### src/rtl/arbitor_rr_packet_nreq.sv
// Packet-granular round-robin arbiter for NUM_REQ input streams sharing one output link.
// A grant stays locked from the first flit to the last flit, then priority rotates.
module arbitor_rr_packet_nreq #(
  parameter int unsigned NUM_REQ = 4,
  parameter int unsigned IDX_W   = $clog2(NUM_REQ)
) (
  input  logic               clk,
  input  logic               rst_n,
  input  logic               i_en,
  input  logic [NUM_REQ-1:0] i_req_bus,
  input  logic [NUM_REQ-1:0] i_last_bus,
  input  logic               i_out_ready,
  output logic               o_valid,
  output logic [NUM_REQ-1:0] o_grant_bus,
  output logic [IDX_W-1:0]   o_grant_idx,
  output logic               o_xfer
);

  typedef enum logic [0:0] {StIdle, StLocked} state_e;

  state_e               r_state;
  state_e               w_state_nxt;
  logic [IDX_W-1:0]     r_ptr;
  logic [IDX_W-1:0]     w_ptr_nxt;
  logic [IDX_W-1:0]     r_grant_idx;
  logic [IDX_W-1:0]     w_grant_idx_nxt;
  logic [NUM_REQ-1:0]   r_grant_bus;
  logic [NUM_REQ-1:0]   w_grant_bus_nxt;

  logic                 w_found;
  logic [IDX_W-1:0]     w_sel_idx;
  logic [IDX_W-1:0]     w_cand;
  logic                 w_cur_req;
  logic                 w_cur_last;
  logic                 w_xfer;
  logic                 w_release;

  // Rotating scan: ptr+1, ptr+2, ... wrapping, so the last-served requester is checked last.
  always_comb begin
    w_found   = 1'b0;
    w_sel_idx = '0;
    w_cand    = '0;
    for (int unsigned k = 1; k <= NUM_REQ; k++) begin
      w_cand = IDX_W'((32'(r_ptr) + k) % NUM_REQ);
      if (!w_found && i_req_bus[w_cand]) begin
        w_found   = 1'b1;
        w_sel_idx = w_cand;
      end
    end
  end

  always_comb begin
    w_cur_req  = i_req_bus[r_grant_idx];
    w_cur_last = i_last_bus[r_grant_idx];
    w_xfer     = (r_state == StLocked) && w_cur_req && i_out_ready;
    // A withdrawn request aborts the packet even while the output is stalled.
    w_release  = (w_xfer && w_cur_last) || !w_cur_req;
  end

  always_comb begin
    w_state_nxt     = r_state;
    w_ptr_nxt       = r_ptr;
    w_grant_idx_nxt = r_grant_idx;
    w_grant_bus_nxt = r_grant_bus;
    unique case (r_state)
      StIdle: begin
        if (i_en && w_found) begin
          w_state_nxt     = StLocked;
          w_grant_idx_nxt = w_sel_idx;
          w_grant_bus_nxt = NUM_REQ'(1) << w_sel_idx;
        end
      end
      StLocked: begin
        if (w_release) begin
          w_state_nxt     = StIdle;
          w_ptr_nxt       = r_grant_idx;
          w_grant_idx_nxt = '0;
          w_grant_bus_nxt = '0;
        end
      end
    endcase
  end

  always_ff @(posedge clk or negedge rst_n) begin
    if (!rst_n) begin
      r_state     <= StIdle;
      r_ptr       <= IDX_W'(NUM_REQ - 1);
      r_grant_idx <= '0;
      r_grant_bus <= '0;
    end else begin
      r_state     <= w_state_nxt;
      r_ptr       <= w_ptr_nxt;
      r_grant_idx <= w_grant_idx_nxt;
      r_grant_bus <= w_grant_bus_nxt;
    end
  end

  assign o_valid     = (r_state == StLocked);
  assign o_grant_bus = r_grant_bus;
  assign o_grant_idx = r_grant_idx;
  assign o_xfer      = w_xfer;

endmodule

### config.mk
export PLATFORM = sky130hd
export DESIGN_NAME = arbitor_rr_packet_nreq
export DESIGN_NICKNAME = d
export VERILOG_FILES = /design/src/rtl/arbitor_rr_packet_nreq.sv
export SDC_FILE = /design/constraint.sdc
export NUM_CORES = 1
export LEC_CHECK = 0
export ABC_AREA = 1
export BUFFER_PORTS_ARGS = -buffer_cell sky130_fd_sc_hd__buf_2
export CORE_UTILIZATION = 50
export CTS_CLUSTER_SIZE = 16
export DETAILED_ROUTE_END_ITERATION = 8
export PLACE_DENSITY = 0.75
export SLEW_MARGIN = 20
export SYNTH_ARGS = -nofsm -noshare
export SYNTH_HDL_FRONTEND = slang
export SYNTH_SLANG_ARGS = --single-unit
### constraint.sdc
create_clock -name clk -period 1.94 [get_ports clk]
set_input_delay 0.194 -clock clk [delete_from_list [all_inputs] [get_ports clk]]
set_output_delay 0.194 -clock clk [all_outputs]
set_load 0.005 [all_outputs]
==> flow_summary.ini, run 1 <==
[outcome]
run_status = complete, no violations

[die]
std_cell_rows = 13
die_area_um2 = 1631
starting_utilization_of_the_core_area = 0.5525
fp.dieH_um = 40.39
ioPinCount = 20
coreArea_um2 = 1334
die_x_um = 40.39

[yosys]
postSynthCellCount = 112
yosys_synthesis_warning_count = 0
syn_nets = 124
post_synth_num_cell_types = 22
post_synth_instance_area_um2 = 737.0
number_of_synthesized_register_bits = 9
sequential_share_of_the_synthesized_area = 0.3090
syn_area_per_cell_um2 = 6.580

[min_path]
min_path_type = in2reg

[timing]
worst_setup_skew_after_layout_ps = 2.463
slew_viol_final = 0
fin_tns_setup_ps = 0
fmaxAchievable_ghz = 0.5863
unrepaired_setup_endpoints_after_global_routing = no
timing.slew.headroom = 0.8421
setup_violation_total_in_the_final_timing_report = 0
final-hold-violation-count = 0
final_period_minus_worst_setup_slack_ps = 1706
hold_ws_ps = 299.5
worst_slack_ps = 234.3
worst-slew-pin-transition_ps = 236.0
fin_crit_sh = 0.8792

[worst_setup_path]
cp.arrival_ps = 1860
reg2reg_to = o_grant_bus[2]
r2r-start = r_ptr[0]
setup.worst_path.end = o_grant_bus[2]
crit_path_start = r_ptr[0]
path_class = reg2reg
reg2regPathDepth = 11
rrSetupSlack_ps = 230
worstSetupStartpointType = flip-flop
worstPathRequired_ps = 2090
critPathCaptureType = flip-flop
worstPathMaxFanout = 11

[detailed_routing]
post_drt_via_cell_ratio = 5.013
drtIter0Drc = 20
dr.pass1.iters = 4
drt_wl_total_um = 1599
detail_route.drc_violations = 0
num_vias = 752
wl_per_cell_um = 10.66
detail-route-antenna-nets = 0

[power]
total_power_mw = 1.324
power_per_cell_area_nw_per_um2 = 1504
static-leakage-power_nw = 0.4997
combPwrFrac = 0.616
sequentialPowerShare = 0.275
max-vdd-ir-drop_mv = 0.8638
power_frac_clock = 0.108
power.internal_mw = 0.6437
power.switching_fraction = 0.5140
power.switching_mw = 0.6807

[clock_network]
clk_pin_slew_ps = 60
cts_buffers = 3
clk_latency_ps = 260
cts.repair.resized = 0
tritoncts_clock_tree = done
ctsRootBufferMaster = clkbuf_4
cts.htree.levels = 1
cts.sink_count = 9
cts.path.max_buffers = 2

[grt]
number_of_global_route_vias_before_repair = 625
grt_antenna_before_repair = 0
pin_count_of_the_biggest_net_entering_global_routing = 12
grt_util_all_layers = 0.2331
overflow = 0
grt_first_pass_wirelength_um = 2484

[place]
finalWeightedCongestion = 0.8054
port-buffer-count = 19
post-dp-hpwl_um = 1287
dpl-instance-area_um2 = 843.3
placed_cells_incl_taps = 145
place_worst_setup_slack_ps = 250.7

[cells_and_area]
final_layout_size_suffix_gt1_frac = 0.3407
insertedDiodeCount = 0
design.final.nets = 148
fin_cells = 150
area_growth_pct = 19.52
layout.cell_area.non_filler_um2 = 880.8
layout.core_utilization = 0.6604
fillers = 128

[job]
max_cap_violations = 0
## sequential cells by signal, indices dropped and copies added, names as in the netlist
name / flops
o_grant_idx: 2
r_ptr: 2
o_grant_bus: 4
o_valid: 1
## power by group through the flow
stage | clock network, mW | logic [mW] | registers [mW]
after floorplan | 0 | 0.660 | 0.338
after global placement | 0 | 0.811 | 0.360
after detailed placement | 0 | 0.823 | 0.366
after CTS | 0.146 | 0.826 | 0.364
after global routing | 0.156 | 0.930 | 0.377
final | 0.143 | 0.817 | 0.365
## cells in the mapped netlist
master / count / area share
o21ai_2: 3 / 0.036
dfrtp_1: 7 / 0.24
clkinv_1: 1 / 0.0051
o22ai_1: 1 / 0.0085
a21oi_1: 2 / 0.014
nand3_1: 15 / 0.10
nand2_4: 1 / 0.015
nand2_2: 10 / 0.085
a21boi_1: 1 / 0.010
inv_2: 4 / 0.020
nand4_1: 3 / 0.025
nor2_4: 1 / 0.015
nand3_2: 1 / 0.014
o21ai_1: 1 / 0.0068
nand3_4: 1 / 0.024
o21ai_0: 4 / 0.027
nand2_1: 37 / 0.19
buf_4: 1 / 0.010
inv_1: 11 / 0.056
nor2_1: 4 / 0.020
dfstp_2: 2 / 0.071
and3_1: 1 / 0.0085
## worst max-delay path: stages, from the launching register on
cell	delay (ps)
dfstp_2	640
inv_2	120
nand2_1	70
nand2_1	90
nand2_2	90
nand2_2	70
nor2_4	110
nand3_4	90
nand2_4	110
inv_2	60
nand2_2	80
o21ai_2	60
## final cells by class
class / instances / area, um2 / area share
multi-input combinational: 86 / 441.7 / 0.5014
timing repair buffer: 20 / 105.1 / 0.1193
inverter: 16 / 60.06 / 0.06818
clock inverter: 1 / 5.005 / 0.005682
sequential: 9 / 227.7 / 0.2585
tap: 15 / 18.77 / 0.02131
clock buffer: 3 / 22.52 / 0.02557
## cells by family (layout without fill, tap and decap cells)
group,Yosys count,after routing,share of synthesized area
simple gates,74,74,0.4975
buf+inv,17,40,0.09167
compound gates,12,12,0.1019
flops,9,9,0.3090
## placed cells by master (no fill, tap or decap), drive strengths merged
cell,n
nand2,48
buf,19
nand3,17
inv,15
o21ai,8
dfrtp,7
nor2,5
nand4,3
clkbuf,3
a21oi,2
dfstp,2
clkinv,2
o22ai,1
and3,1
a21boi,1
dlygate4sd3,1
## worst min-delay path by stage
stage / from / end / slack, ps / cells after the start
finish: i_out_ready / o_valid / 300 / 4
CTS: i_out_ready / o_valid / 300 / 4
global route: rst_n / o_grant_idx[1] / 320 / 2
global placement: rst_n / o_grant_bus[0] / 50 / 1
detailed placement: rst_n / o_grant_bus[0] / 50 / 1
floorplan: rst_n / o_grant_bus[0] / -100 / 0
## routing by layer
metal  wire length, um  GRT usage  up-vias
met4                 0    0.05000        0
met1               765     0.2814      336
met5                 0          0        -
li1                  -          -      404
met3                61    0.08333        0
met2               773     0.3929       12
## what timing repair did
item / in CTS / in global routing
hold buffers: 1 / 0
endpoints found under the hold margin: 9 / 0
buffers inserted: 0 / 0
Note: power is estimated with default switching activity, not from simulation.
==> inputs of run 2 (changes only) <==
--- a/config.mk
+++ b/config.mk
@@ -10,7 +10,7 @@
 export CORE_UTILIZATION = 50
 export CTS_CLUSTER_SIZE = 16
 export DETAILED_ROUTE_END_ITERATION = 8
-export PLACE_DENSITY = 0.75
+export PLACE_DENSITY = 0.88
 export SLEW_MARGIN = 20
 export SYNTH_ARGS = -nofsm -noshare
 export SYNTH_HDL_FRONTEND = slang
==> run 2 against run 1 <==
Effect of this change: global-route usage up 0.28 points; clock skew hardly changed; cell count is the same; maximum frequency rose by 0.49%; routed wire length rose by 0.81%; die area stayed put; core utilization shrank 0.094 points; sequential share of layout area is essentially flat; hold slack improved by 12 ps; largest power group unchanged; highest routed layer is now met4.
==> flow_summary.ini, run 2 (synthesis results as in run 1) <==
[die]
starting_utilization_of_the_core_area = 0.5525
std_cell_rows = 13
fp.dieH_um = 40.39
coreArea_um2 = 1334
die_area_um2 = 1631
ioPinCount = 20
die_x_um = 40.39

[timing]
timing.slew.headroom = 0.8263
fin_crit_sh = 0.8750
fmaxAchievable_ghz = 0.5891
fin_tns_setup_ps = 0
unrepaired_setup_endpoints_after_global_routing = no
final_period_minus_worst_setup_slack_ps = 1697
final-hold-violation-count = 0
worst-slew-pin-transition_ps = 260.6
slew_viol_final = 0
worst_setup_skew_after_layout_ps = 2.262
setup_violation_total_in_the_final_timing_report = 0

[detailed_routing]
detail-route-antenna-nets = 0
drtIter0Drc = 21
drt_wl_total_um = 1612
post_drt_via_cell_ratio = 5.153
detail_route.drc_violations = 0
wl_per_cell_um = 10.75
num_vias = 773
dr.pass1.iters = 4

[grt]
overflow = 0
number_of_global_route_vias_before_repair = 661
grt_util_all_layers = 0.2359
pin_count_of_the_biggest_net_entering_global_routing = 12
grt_antenna_before_repair = 0
grt_first_pass_wirelength_um = 2615

[cells_and_area]
area_growth_pct = 19.35
area_of_combinational_cells_with_multiple_inputs_um2 = 441.7
fin_cells = 150
largest_register_ff_count = 4
seqCellArea_um2 = 227.7
fillers = 108
layout.cells.most_common_list = nand2_1 (37), buf_2 (19), nand3_1 (15)
most_common_cell_after_layout_fill_and_taps_aside = nand2_1
insertedDiodeCount = 0
design.final.nets = 148
final_layout_size_suffix_gt1_frac = 0.3333

[job]
max_cap_violations = 0

[place]
port-buffer-count = 19
post-dp-hpwl_um = 1288
finalWeightedCongestion = 0.8874
placed_cells_incl_taps = 145

[clock_network]
cts.sink_count = 9
cts.htree.levels = 1
cts_buffers = 3
cts.repair.resized = 0
clk_pin_slew_ps = 60
clk_latency_ps = 260
cts.path.max_buffers = 2
tritoncts_clock_tree = done
post-cts-setup-buffer-count = 0
ctsRootBufferMaster = clkbuf_4

[worst_setup_path]
delay_of_the_slowest_critical_path_stage_ps = 630
critical-path-slowest-cell = dfstp_2
worstSetupPathDepth = 11
timing.critical_path.cells = inv_2 > nand2_1 > nand2_1 > nand2_2 > nand2_2 > nor2_4 > nand3_4 > nand2_4 > inv_2 > nand2_2 > o21ai_2
crit_path_start = r_ptr[0]
worstPathRequired_ps = 2090
worst_path_dominant_cell_family = simple AND/OR/NAND/NOR gates
cp.arrival_ps = 1840
rrSetupSlack_ps = 240
r2r-start = r_ptr[0]
reg2reg_to = o_grant_idx[1]
worstSetupStartpointType = flip-flop
reg2regPathDepth = 11
critical_path.most_common_cell = nand2_2
path_class = reg2reg
critPathCaptureType = flip-flop
worstPathMaxFanout = 11
setup.worst_path.end = o_grant_idx[1]
total_buffers_and_inverters_traversed_by_the_critical_path = 2

[power]
static-leakage-power_nw = 0.4970
total_power_mw = 1.332
power_per_cell_area_nw_per_um2 = 1515
max-vdd-ir-drop_mv = 1.008

[min_path]
min_path_type = in2async

[outcome]
run_status = complete, no violations
==> run 2: area by class of cell <==
type / count / share of cell area
well taps: 15 / 0.02134
inverters: 16 / 0.06828
multi-input cells: 86 / 0.5021
repair buffers: 20 / 0.1195
flip-flops and latches: 9 / 0.2589
clock buffers: 4 / 0.02987
==> run 2: how the worst min path moves through the flow <==
| stage | start | to | slack, ps |
|---|---|---|---|
| floorplan | rst_n | o_grant_bus[0] | -100 |
| global placement | rst_n | o_grant_bus[0] | 50 |
| detailed placement | rst_n | o_grant_bus[0] | 50 |
| CTS | rst_n | o_grant_bus[0] | 310 |
| global route | rst_n | o_grant_bus[0] | 330 |
| finish | rst_n | o_grant_bus[0] | 310 |
==> run 2: where the power goes <==
part           switching [mW]  internal [mW]  total (mW)
logic                   0.531          0.295       0.826
registers              0.0901          0.273       0.363
clock network          0.0644         0.0792       0.144
total                   0.685          0.647        1.33
==> run 2: what timing repair did <==
item / 4_1_cts / 5_1_grt
setup endpoints to repair: 0 / 0
hold buffers: 1 / 0
endpoints found under the hold margin: 7 / 0
==> run 2: stage by stage <==
stage / setup WS, ps / util / hold slack [ps] / area (um2)
floorplan: 436.9 / - / -101.6 / 737.0
global placement: 311.8 / 0.6323 / 46.41 / 843.3
detailed placement: 276.3 / 0.6323 / 53.75 / 843.3
CTS: 265.5 / 0.6595 / 309.3 / 879.6
global route: 103.1 / 0.6595 / 325.7 / 879.6
finish: 242.5 / 0.6595 / 311.8 / 879.6
==> run 2: layer usage <==
metal,part of all wire,global-route usage
met1,0.45,0.2799
met4,0.0037,0.07500
met3,0.031,0.03333
met5,0,0
met2,0.52,0.4286
